--- src/rtl/fifo_burst_reader.sv ---
// rtl/fifo_burst_reader.sv - pops FIFO words into a two-entry skid buffer and emits fixed-length packets
// with a registered valid/ready stream, a last-word tag and a completed-packet counter.
module fifo_burst_reader #(
  parameter int WIDTH = 24,
  parameter int BURST = 16,
  parameter int CNT_W = 16
) (
  input  logic             clk,
  input  logic             rst_n,
  input  logic             enable,
  input  logic [WIDTH-1:0] fifo_dout,
  input  logic             fifo_empty,
  output logic             fifo_rd_en,
  output logic [WIDTH-1:0] m_data,
  output logic             m_valid,
  input  logic             m_ready,
  output logic             m_last,
  output logic [CNT_W-1:0] pkt_cnt,
  output logic             busy
);

  localparam int IDX_W = $clog2(BURST);
  localparam logic [IDX_W-1:0] IDX_LAST = IDX_W'(BURST - 1);

  typedef enum logic [1:0] {
    IDLE  = 2'd0,
    RUN   = 2'd1,
    DRAIN = 2'd2
  } state_t;

  state_t           state_q, state_d;
  logic [IDX_W-1:0] idx_q, idx_d;
  logic [1:0]       occ_q, occ_d;
  logic [WIDTH-1:0] data0_q, data0_d, data1_q, data1_d;
  logic             last0_q, last0_d, last1_q, last1_d;
  logic [CNT_W-1:0] pkt_q, pkt_d;

  logic push;
  logic pop;
  logic push_last;

  assign push      = (state_q == RUN) & ~fifo_empty & (occ_q != 2'd2);
  assign pop       = (occ_q != 2'd0) & m_ready;
  assign push_last = (idx_q == IDX_LAST);

  assign fifo_rd_en = push;
  assign m_valid    = (occ_q != 2'd0);
  assign m_data     = data0_q;
  assign m_last     = last0_q & m_valid;
  assign pkt_cnt    = pkt_q;
  assign busy       = (state_q != IDLE);

  always_comb begin
    idx_d = idx_q;
    if (push) begin
      idx_d = push_last ? '0 : idx_q + IDX_W'(1);
    end
  end

  // Leaving RUN looks at the post-edge index so the cycle after the last word
  // of a packet is already outside RUN and cannot start another packet.
  always_comb begin
    state_d = state_q;
    case (state_q)
      IDLE:    if (enable) state_d = RUN;
      RUN:     if (!enable && idx_d == '0) state_d = DRAIN;
      DRAIN: begin
        if (enable) begin
          state_d = RUN;
        end else if (occ_q == 2'd0) begin
          state_d = IDLE;
        end
      end
      default: state_d = IDLE;
    endcase
  end

  // Entry 0 is always the head; entry 1 only holds data when occupancy is 2.
  always_comb begin
    occ_d   = occ_q;
    data0_d = data0_q;
    data1_d = data1_q;
    last0_d = last0_q;
    last1_d = last1_q;
    case ({push, pop})
      2'b10: begin
        if (occ_q == 2'd0) begin
          data0_d = fifo_dout;
          last0_d = push_last;
        end else begin
          data1_d = fifo_dout;
          last1_d = push_last;
        end
        occ_d = occ_q + 2'd1;
      end
      2'b01: begin
        data0_d = data1_q;
        last0_d = last1_q;
        occ_d   = occ_q - 2'd1;
      end
      2'b11: begin
        if (occ_q == 2'd1) begin
          data0_d = fifo_dout;
          last0_d = push_last;
        end else begin
          data0_d = data1_q;
          last0_d = last1_q;
          data1_d = fifo_dout;
          last1_d = push_last;
        end
      end
      default: begin
      end
    endcase
  end

  always_comb begin
    pkt_d = pkt_q;
    if (pop && last0_q) begin
      pkt_d = pkt_q + CNT_W'(1);
    end
  end

  always_ff @(posedge clk or negedge rst_n) begin
    if (!rst_n) begin
      state_q <= IDLE;
      idx_q   <= '0;
      occ_q   <= 2'd0;
      data0_q <= '0;
      data1_q <= '0;
      last0_q <= 1'b0;
      last1_q <= 1'b0;
      pkt_q   <= '0;
    end else begin
      state_q <= state_d;
      idx_q   <= idx_d;
      occ_q   <= occ_d;
      data0_q <= data0_d;
      data1_q <= data1_d;
      last0_q <= last0_d;
      last1_q <= last1_d;
      pkt_q   <= pkt_d;
    end
  end

endmodule

--- config.mk ---
export PLATFORM = sky130hd
export DESIGN_NAME = fifo_burst_reader
export DESIGN_NICKNAME = d
export VERILOG_FILES = /design/src/rtl/fifo_burst_reader.sv
export SDC_FILE = /design/constraint.sdc
export NUM_CORES = 1
export LEC_CHECK = 0
export ABC_AREA = 1
export BUFFER_PORTS_ARGS = -buffer_cell sky130_fd_sc_hd__buf_2
export CAP_MARGIN = 20
export CELL_PAD_IN_SITES_DETAIL_PLACEMENT = 0
export CELL_PAD_IN_SITES_GLOBAL_PLACEMENT = 1
export CORE_MARGIN = 2
export CORE_UTILIZATION = 40
export CTS_CLUSTER_SIZE = 12
export DETAILED_ROUTE_END_ITERATION = 10
export GPL_ROUTABILITY_DRIVEN = 0
export PLACE_DENSITY = 0.79
export REMOVE_ABC_BUFFERS = 1
export SYNTH_ARGS = -nofsm -noshare
export SYNTH_HDL_FRONTEND = slang
export SYNTH_SLANG_ARGS = --single-unit
--- constraint.sdc ---
create_clock -name clk -period 2.8 [get_ports clk]
set_input_delay 0.14 -clock clk [delete_from_list [all_inputs] [get_ports clk]]
set_output_delay 0.14 -clock clk [all_outputs]
set_load 0.1 [all_outputs]
==> results of run 1 <==
logic make-up after synthesis:
logic type,share of synthesized area
AOI/OAI and AO/OA,0.1294
adders and majority gates,0.02775
and+or+nand+nor,0.1717
xor gates and xnor gates,0.03642
DFF,0.5134
buffers and inverters,0.1214
cells in the mapped netlist:
master / instances / area, µm²
nand2_4: 1 / 11.26
nand3_2: 1 / 10.01
nor3_1: 4 / 20.02
a21oi_4: 1 / 16.27
nand2_1: 92 / 345.3
nor2_1: 16 / 60.06
nor3_2: 1 / 10.01
nor2_8: 1 / 20.02
o21ai_2: 2 / 17.52
dfrtp_1: 74 / 1852
clkbuf_2: 1 / 5.000
nand3_1: 10 / 50.05
o22ai_1: 26 / 162.7
nand4_1: 6 / 37.54
nand2_2: 3 / 18.77
or2_2: 1 / 6.260
o21ai_1: 12 / 60.06
xnor2_1: 6 / 52.55
nor2_2: 2 / 12.51
xor2_1: 9 / 78.83
ha_1: 8 / 100.1
buf_2: 10 / 50.05
clkbuf_1: 3 / 11.26
nor2_4: 1 / 11.26
and2_1: 1 / 6.260
o21ai_0: 42 / 210.2
inv_1: 97 / 364.1
inv_2: 2 / 7.510
flip-flops by register name, summed over array words and instances (netlist names):
signal and count:
m_data 24, last0_q 1, pkt_cnt 16, state_q 2, occ_q 2, data1_q 24, idx_q 4, last1_q 1
layout make-up:
class / instances / area, µm²
fillers: 866 / 4444
clock buffers: 10 / 127.6
well taps: 108 / 135.1
diodes: 1 / 2.502
flip-flops and latches: 74 / 1852
inverters: 99 / 371.6
repair buffers: 78 / 417.9
clock inverters: 5 / 31.28
multi-input cells: 246 / 1339
path summary, 6_finish.rpt:
| kind | start | to | slack [ns] | cells after the start |
|---|---|---|---|---|
| setup / recovery | occ_q[0] | m_data[5] | 0.36 | 13 |
| hold / removal | enable | state_q[0] | 0.02 | 3 |
| setup reg to reg | occ_q[0] | m_data[5] | 0.36 | 13 |
| hold reg to reg | data1_q[16] | data1_q[16] | 0.49 | 2 |
| max in group asynchronous | rst_n | m_data[19] | 1.71 | 2 |
| min in group asynchronous | rst_n | m_data[3] | 0.47 | 2 |
through the flow:
stage | util | hold slack, ns | area, µm² | TNS [ns] | std cells
floorplan | - | -0.1556 | 3541 | -27.37 | 419
global placement | 0.4690 | 0.3473 | 4090 | 0 | 603
detailed placement | 0.4690 | 0.3508 | 4090 | 0 | 603
CTS | 0.4884 | 0.01389 | 4259 | 0 | 619
global route | 0.4904 | 0.04480 | 4277 | 0 | 621
finish | 0.4904 | 0.02233 | 4277 | 0 | 621
layer usage:
metal	share of wire	routed length, µm	track usage	vias up
li1	-	-	-	1494
met3	0.038	278	0.03191	13
met2	0.46	3403	0.2744	43
met5	0	0	0	-
met1	0.48	3504	0.2131	1336
met4	0.022	164	0.06955	0
critical path: cells and delay by family (launching register included):
family / cells / cell delay, ns
buf+inv: 4 / 0.51
simple gates: 4 / 0.59
fa+ha+maj: 2 / 0.47
compound gates: 3 / 0.40
flops: 1 / 0.40
==> results.md, run 1 <==
* Outcome: completed
* Hold/Removal Path Class: in -> reg
* Wire length of the first global-routing pass at 13130 µm
* Global-route congestion overflow total at 0
* Average cell area after synthesis at 8.331 µm²
* Total wire length at 7350 µm
* GRT Resource Usage Total at 0.1658
* Critical path fanouts, max at 18
* Final worst setup slack at 0.3614 ns
* Most common cell after layout, fill and taps aside: inv_1
* DRT iter0 DRCs at 111
* Slowest cell on the critical path: dfrtp_1
* CTS Root Cell: clkbuf_8
* Effective utilization at floorplan at 0.4136
* Total number of nets in the final design at 545
* Via count of the first global-routing pass at 2889
* Cell Chain, Critical Path: inv_1 > ha_1 > nor2_1 > nand2_2 > inv_1 > ha_1 > inv_1 > nor2_1 > o21ai_2 > buf_8 > o22ai_1 > nand2_1 > o21ai_1
* Unrepaired setup endpoints after global routing: false
* Netlist Area Pre-Place at 0.003607 mm²
* Max Freq at 410.1 MHz
* Vias per cell at 4.647
* Final setup viols at 0
* Number of antenna violations at the first check in global routing at 1
* Synthesis-stage register bit count at 74
* Number of setup buffers added after CTS at 0
* Type of destination of the critical path: flip-flop
* Final Hold Violating Endpoints at 0
* Total of cells resized after clock tree synthesis at 0
* Area of the core region at 0.008721 mm²
* Maximum number of pins on one net before global-route repair at 75
* Area of the die at 0.009794 mm²
* Arrival time at the worst endpoint at 2.70 ns
* Number of max-slew violations in the final report at 0
* Clock tree from TritonCTS: done
* Synth unique cells at 28
* Clk slew on worst S/H paths at 0.08 ns
* Pin slew with the least headroom to its limit at 0.9326 ns
* Final clock period utilization by the worst path at 0.8709
* Kind of critical path: reg -> reg
* Minimum clock period at 2.439 ns
* Clk_lat worst skew at 0.34 ns
* H-Tree Depth at 3
* Synth Instances at 433
* Remaining routing DRC violations at 0
* Count of warnings emitted by yosys at 0
* Setup slack at placement at 0.06352 ns
* Most common cell type on the critical path: inv_1
* Top-level I/O count at 73
* Final HPWL from detailed placement at 5089 µm
* Fraction of layout cells with a size suffix above 1 at 0.2109
* Average wire per cell in the routed design at 11.84 µm
* Clock skew after layout at 0.009137 ns
* # clock sinks at 74
* Largest stage delay on the critical path at 0.40 ns
* Number of buffer cells added on primary ports at 72
* Launching element type of the critical path: flip-flop
* Normalized max-slew margin at 0.3783
* Total CTS buffers at 9
* Number of maximum-capacitance violations at 0
* Bufs on Longest Clock Path at 2
* Worst endpoint required time at 3.06 ns
* Count of standard-cell rows at 34
* Antenna Nets Post-Route at 0
* 1st-pass router iterations at 4
* Die boundary width at 98.97 µm
* Y dimension of the die at 98.97 µm
* Hold bufs inserted after CTS at 1
* Most frequent cells in the layout: inv_1, nand2_1, dfrtp_1
* Number of vias in the routed layout at 2886
* Sequential fraction of the synthesis area at 0.5134
* Area growth syn-to-layout at 18.56%
Power of run 1 is left out: the tool's default activity adds up to more than one toggle a clock period on the data nets, which glitch-free logic cannot reach.
==> inputs of run 2 (changes only) <==
Settings changed: CORE_ASPECT_RATIO set to 0.9.
==> run 2 against run 1 <==
Sequential share of layout area fell by 0.88 points. Setup slack got worse by 0.054 ns. Clock skew rose by 0.0082 ns. Via count rose by 0.17%. First-iteration DRC count rose by 82%. Worst hold slack improved by 0.034 ns. Count of clock-buffer cells in the layout fell by 1. Design area rose by 2.1%.
==> results.md, run 2 (synthesized netlist as in run 1, its figures left out) <==
* Final Hold Violating Endpoints at 0
* Global-route congestion overflow total at 0
* Arrival time at the worst endpoint at 2.77 ns
* CTS Root Cell: clkbuf_8
* Placed Area at 0.004101 mm²
* Number of setup buffers added after CTS at 0
* Final worst hold slack at 0.05597 ns
* Worst reg-to-reg setup slack at 0.31 ns
* Number of maximum-capacitance violations at 0
* Number of antenna violations at the first check in global routing at 0
* Wire length of the first global-routing pass at 13720 µm
* Cell depth of the worst min-delay path at 3
* Area growth syn-to-layout at 21.02%
* Clock skew after layout at 0.01735 ns
* Hold path startpoint: fifo_dout[13]
* Hold/Removal Path Class: in -> reg
* Most frequent cells in the layout: inv_1, nand2_1, dfrtp_1
* Total wire length at 7741 µm
* Met3 wirelength from detailed routing at 362 µm
* Top-level I/O count at 73
* Number of buffer cells added on primary ports at 72
* Kind of critical path: reg -> reg
* GRT Resource Usage Total at 0.1763
* Effective utilization at floorplan at 0.4171
* WHS Endpoint: data1_q[13]
* Minimum clock period at 2.493 ns
* H-Tree Depth at 3
* Worst endpoint required time at 3.08 ns
* Normalized max-slew margin at 0.3729
* RR Endpoint: m_data[6]
* Number of cells on the worst reg-to-reg path at 13
* Unrepaired setup endpoints after global routing: false
* Count of standard-cell rows at 32
* Final clock period utilization by the worst path at 0.8902
* Y dimension of the die at 94.09 µm
* Non-filler cells, final at 632
* Number of antenna repair diodes at 0
* Area of the die at 0.009795 mm²
* Pin slew with the least headroom to its limit at 0.9406 ns
* Remaining routing DRC violations at 0
* Met2 routed wirelength at 3496 µm
* Highest Signal Layer: met4
* Die boundary width at 104.1 µm
* Hold bufs inserted after CTS at 2
* Total CTS buffers at 9
* Maximum number of pins on one net before global-route repair at 75
* Final setup viols at 0
* Outcome: completed
* Total of cells resized after clock tree synthesis at 0
* Startpoint of the worst register-to-register path: occ_q[0]
* Number of max-slew violations in the final report at 0
* # clock sinks at 74
* Clk_lat worst skew at 0.36 ns
* Fraction of layout cells with a size suffix above 1 at 0.2125
* Area of the core region at 0.008648 mm²
* Average wire per cell in the routed design at 12.25 µm
* M1 wire length at 3801 µm
* 1st-pass router iterations at 4
* Final HPWL from detailed placement at 5303 µm
* Clock tree from TritonCTS: done
* Number of vias in the routed layout at 2891
* Cell Count Post-Placement at 612
* Bufs on Longest Clock Path at 2
* Vias per cell at 4.574
* Launching element type of the critical path: flip-flop
* Via count of the first global-routing pass at 2988
* Post-route cell area at 0.004365 mm²
* DRT iter0 DRCs at 202
* Max Freq at 401.2 MHz
* Antenna Nets Post-Route at 0
* Most common cell after layout, fill and taps aside: inv_1
* Post-route core utilization at 0.5048
* Clk slew on worst S/H paths at 0.08 ns
* Type of destination of the critical path: flip-flop
* Total number of nets in the final design at 545
* Critical path fanouts, max at 17
## run 2: cell count changes in the layout (fill, tap and decap cells not counted), sizes merged
cell	change
clkinv	+1
diode	-1
clkbuf	-1
bufinv	+1
buf	-1
dlygate4sd3	+1
## run 2: final cells by class
cell class / count / area [µm²]
clock buffer: 9 / 123.9
clock inverter: 7 / 77.57
fill: 886 / 4283
inverter: 99 / 371.6
multi-input combinational: 246 / 1339
sequential: 74 / 1852
tap: 119 / 148.9
timing repair buffer: 78 / 452.9
## run 2: metal layers
metal,vias to the layer above,global-route usage
met1,1336,0.2246
li1,1492,-
met4,0,0.05068
met5,-,0
met3,12,0.05270
met2,51,0.2928
## run 2: worst max-delay path, cell delays in order, from the launching register on
cell and delay (ns):
dfrtp_1 0.39, inv_1 0.08, ha_1 0.20, nor2_1 0.16, nand2_2 0.15, inv_1 0.19, ha_1 0.27, inv_1 0.06
nor2_1 0.24, o21ai_2 0.21, buf_8 0.21, o22ai_1 0.11, nand2_1 0.07, o21ai_1 0.09
## run 2: worst max-delay path by stage
| stage | start | to | depth (start not counted) |
|---|---|---|---|
| 2_1_floorplan | occ_q[0] | data1_q[0] | 9 |
| 3_3_place_gp | occ_q[0] | m_data[7] | 12 |
| 3_5_place_dp | occ_q[0] | m_data[11] | 12 |
| 4_1_cts | occ_q[0] | m_data[11] | 12 |
| 5_1_grt | occ_q[0] | m_data[7] | 13 |
| 6_report | occ_q[0] | m_data[6] | 13 |
## run 2: metrics by stage
step                      setup slack, ns  TNS [ns]
final                              0.3073         0
after global routing              0.04208         0
after CTS                         0.06002         0
after detailed placement          0.07401         0
after global placement             0.1459         0
after floorplan                    -1.097    -27.37
Power of run 2 is left out for the same reason.
==> inputs of run 3 (changes only) <==
Settings changed: PLACE_DENSITY 0.79 to unset, PLACE_DENSITY_LB_ADDON set to 0.1.
==> run 3 against run 2 <==
Design area is 0.63% lower. Fmax is 1.8% higher. Critical endpoint is now m_data[19]. Count of clock-buffer cells in the layout stayed put. Final cell count is 0.32% lower. Setup slack better by 0.044 ns. Utilization is 0.32 points lower. Wire length is 1.0% lower. Register-to-register slack better by 0.04 ns. First-iteration DRC count is 29% lower. Sequential cell count stayed put. Worst hold slack hardly changed.
==> results.md, run 3 (synthesized netlist as in run 1, its figures left out) <==
* M1 wire length at 3857 µm
* Worst endpoint required time at 3.02 ns
* Launching element type of the critical path: flip-flop
* Pin slew with the least headroom to its limit at 0.9522 ns
* Maximum number of pins on one net before global-route repair at 75
* Most common cell after layout, fill and taps aside: inv_1
* Number of antenna repair diodes at 0
* Bufs on Longest Clock Path at 2
* Post-route core utilization at 0.5016
* Kind of critical path: reg -> reg
* Number of vias in the routed layout at 2881
* Hold/Removal Path Class: in -> reg
* Global-route congestion overflow total at 0
* Top-level I/O count at 73
* Number of maximum-capacitance violations at 0
* Wire length of the first global-routing pass at 13770 µm
* Max Freq at 408.3 MHz
* CTS Root Cell: clkbuf_8
* Number of setup buffers added after CTS at 0
* Effective utilization at floorplan at 0.4171
* Average wire per cell in the routed design at 12.16 µm
* Area growth syn-to-layout at 20.26%
* Highest Signal Layer: met4
* Remaining routing DRC violations at 0
* Final clock period utilization by the worst path at 0.8746
* Total number of nets in the final design at 544
* DRT iter0 DRCs at 143
* Cell Count Post-Placement at 612
* Met3 wirelength from detailed routing at 302 µm
* # clock sinks at 74
* Number of max-slew violations in the final report at 0
* Number of antenna violations at the first check in global routing at 0
* 1st-pass router iterations at 5
* Total CTS buffers at 9
* Arrival time at the worst endpoint at 2.67 ns
* Final Hold Violating Endpoints at 0
* Clock skew after layout at 0.008188 ns
* Unrepaired setup endpoints after global routing: false
* Type of destination of the critical path: flip-flop
* Vias per cell at 4.573
* Clk slew on worst S/H paths at 0.08 ns
* Critical path fanouts, max at 25
* Fraction of layout cells with a size suffix above 1 at 0.2114
* Number of buffer cells added on primary ports at 72
* Final setup viols at 0
* Normalized max-slew margin at 0.3652
* Outcome: completed
* Die boundary width at 104.1 µm
* Total wire length at 7661 µm
* Most frequent cells in the layout: inv_1, nand2_1, dfrtp_1
* Clock tree from TritonCTS: done
* Antenna Nets Post-Route at 0
* Non-filler cells, final at 630
* GRT Resource Usage Total at 0.1741
* Count of standard-cell rows at 32
* H-Tree Depth at 3
* Via count of the first global-routing pass at 2886
* Final HPWL from detailed placement at 5146 µm
* Y dimension of the die at 94.09 µm
* Worst reg-to-reg setup slack at 0.35 ns
* Area of the core region at 0.008648 mm²
* Fillers at 888
* Minimum clock period at 2.449 ns
* Clk_lat worst skew at 0.34 ns
* Area of the die at 0.009795 mm²
* Met2 routed wirelength at 3433 µm
## run 3: layout make-up
| cell class | count | area, µm² | area share |
|---|---|---|---|
| Clock buffer | 9 | 123.9 | 0.02855 |
| Clock inverter | 6 | 67.56 | 0.01558 |
| Inverter | 99 | 371.6 | 0.08566 |
| Multi-Input combinational cell | 246 | 1349 | 0.3109 |
| Sequential cell | 74 | 1852 | 0.4269 |
| Tap cell | 119 | 148.9 | 0.03432 |
| Timing Repair Buffer | 77 | 425.4 | 0.09807 |
## run 3: final timing paths
path	from	end	cells after the start
max	occ_q[0]	m_data[19]	12
min	fifo_dout[21]	data1_q[21]	3
max reg2reg	occ_q[0]	m_data[19]	12
min reg2reg	data1_q[10]	data1_q[10]	2
max in group asynchronous	rst_n	m_data[20]	2
min in group asynchronous	rst_n	data1_q[22]	2
## run 3: worst max-delay path, cell delays in order (launching register included)
cell and delay (ns):
dfrtp_1 0.41, inv_1 0.09, ha_1 0.14, nor2_1 0.05, nand2_2 0.15, inv_1 0.13, ha_1 0.28, inv_1 0.08
nor2_2 0.06, o21ai_4 0.59, o22ai_1 0.15, nand2_1 0.11, o21ai_0 0.09
## run 3: stage by stage
stage	setup TNS (ns)	worst slack, ns	hold slack [ns]	instance area [µm²]
6_report	0	0.3511	0.05581	4338
5_1_grt	0	0.09375	0.04762	4338
4_1_cts	0	0.2485	0.04195	4308
3_5_place_dp	-0.001641	-0.001641	0.3562	4089
3_3_place_gp	0	0.08050	0.3621	4089
2_1_floorplan	-27.37	-1.097	-0.1556	3541
## run 3: timing repair
action / CTS / global route
endpoints found under the hold margin: 75 / 0
endpoints found under the setup margin: 1 / 2
hold buffers: 2 / 0
resized for setup: 1 / 1
## run 3: layer usage
| metal | track usage | vias to the layer above |
|---|---|---|
| met5 | 0 | - |
| met4 | 0.05068 | 0 |
| met3 | 0.04508 | 8 |
| met2 | 0.2769 | 52 |
| met1 | 0.2357 | 1327 |
| li1 | - | 1494 |
Power of run 3 is left out for the same reason.
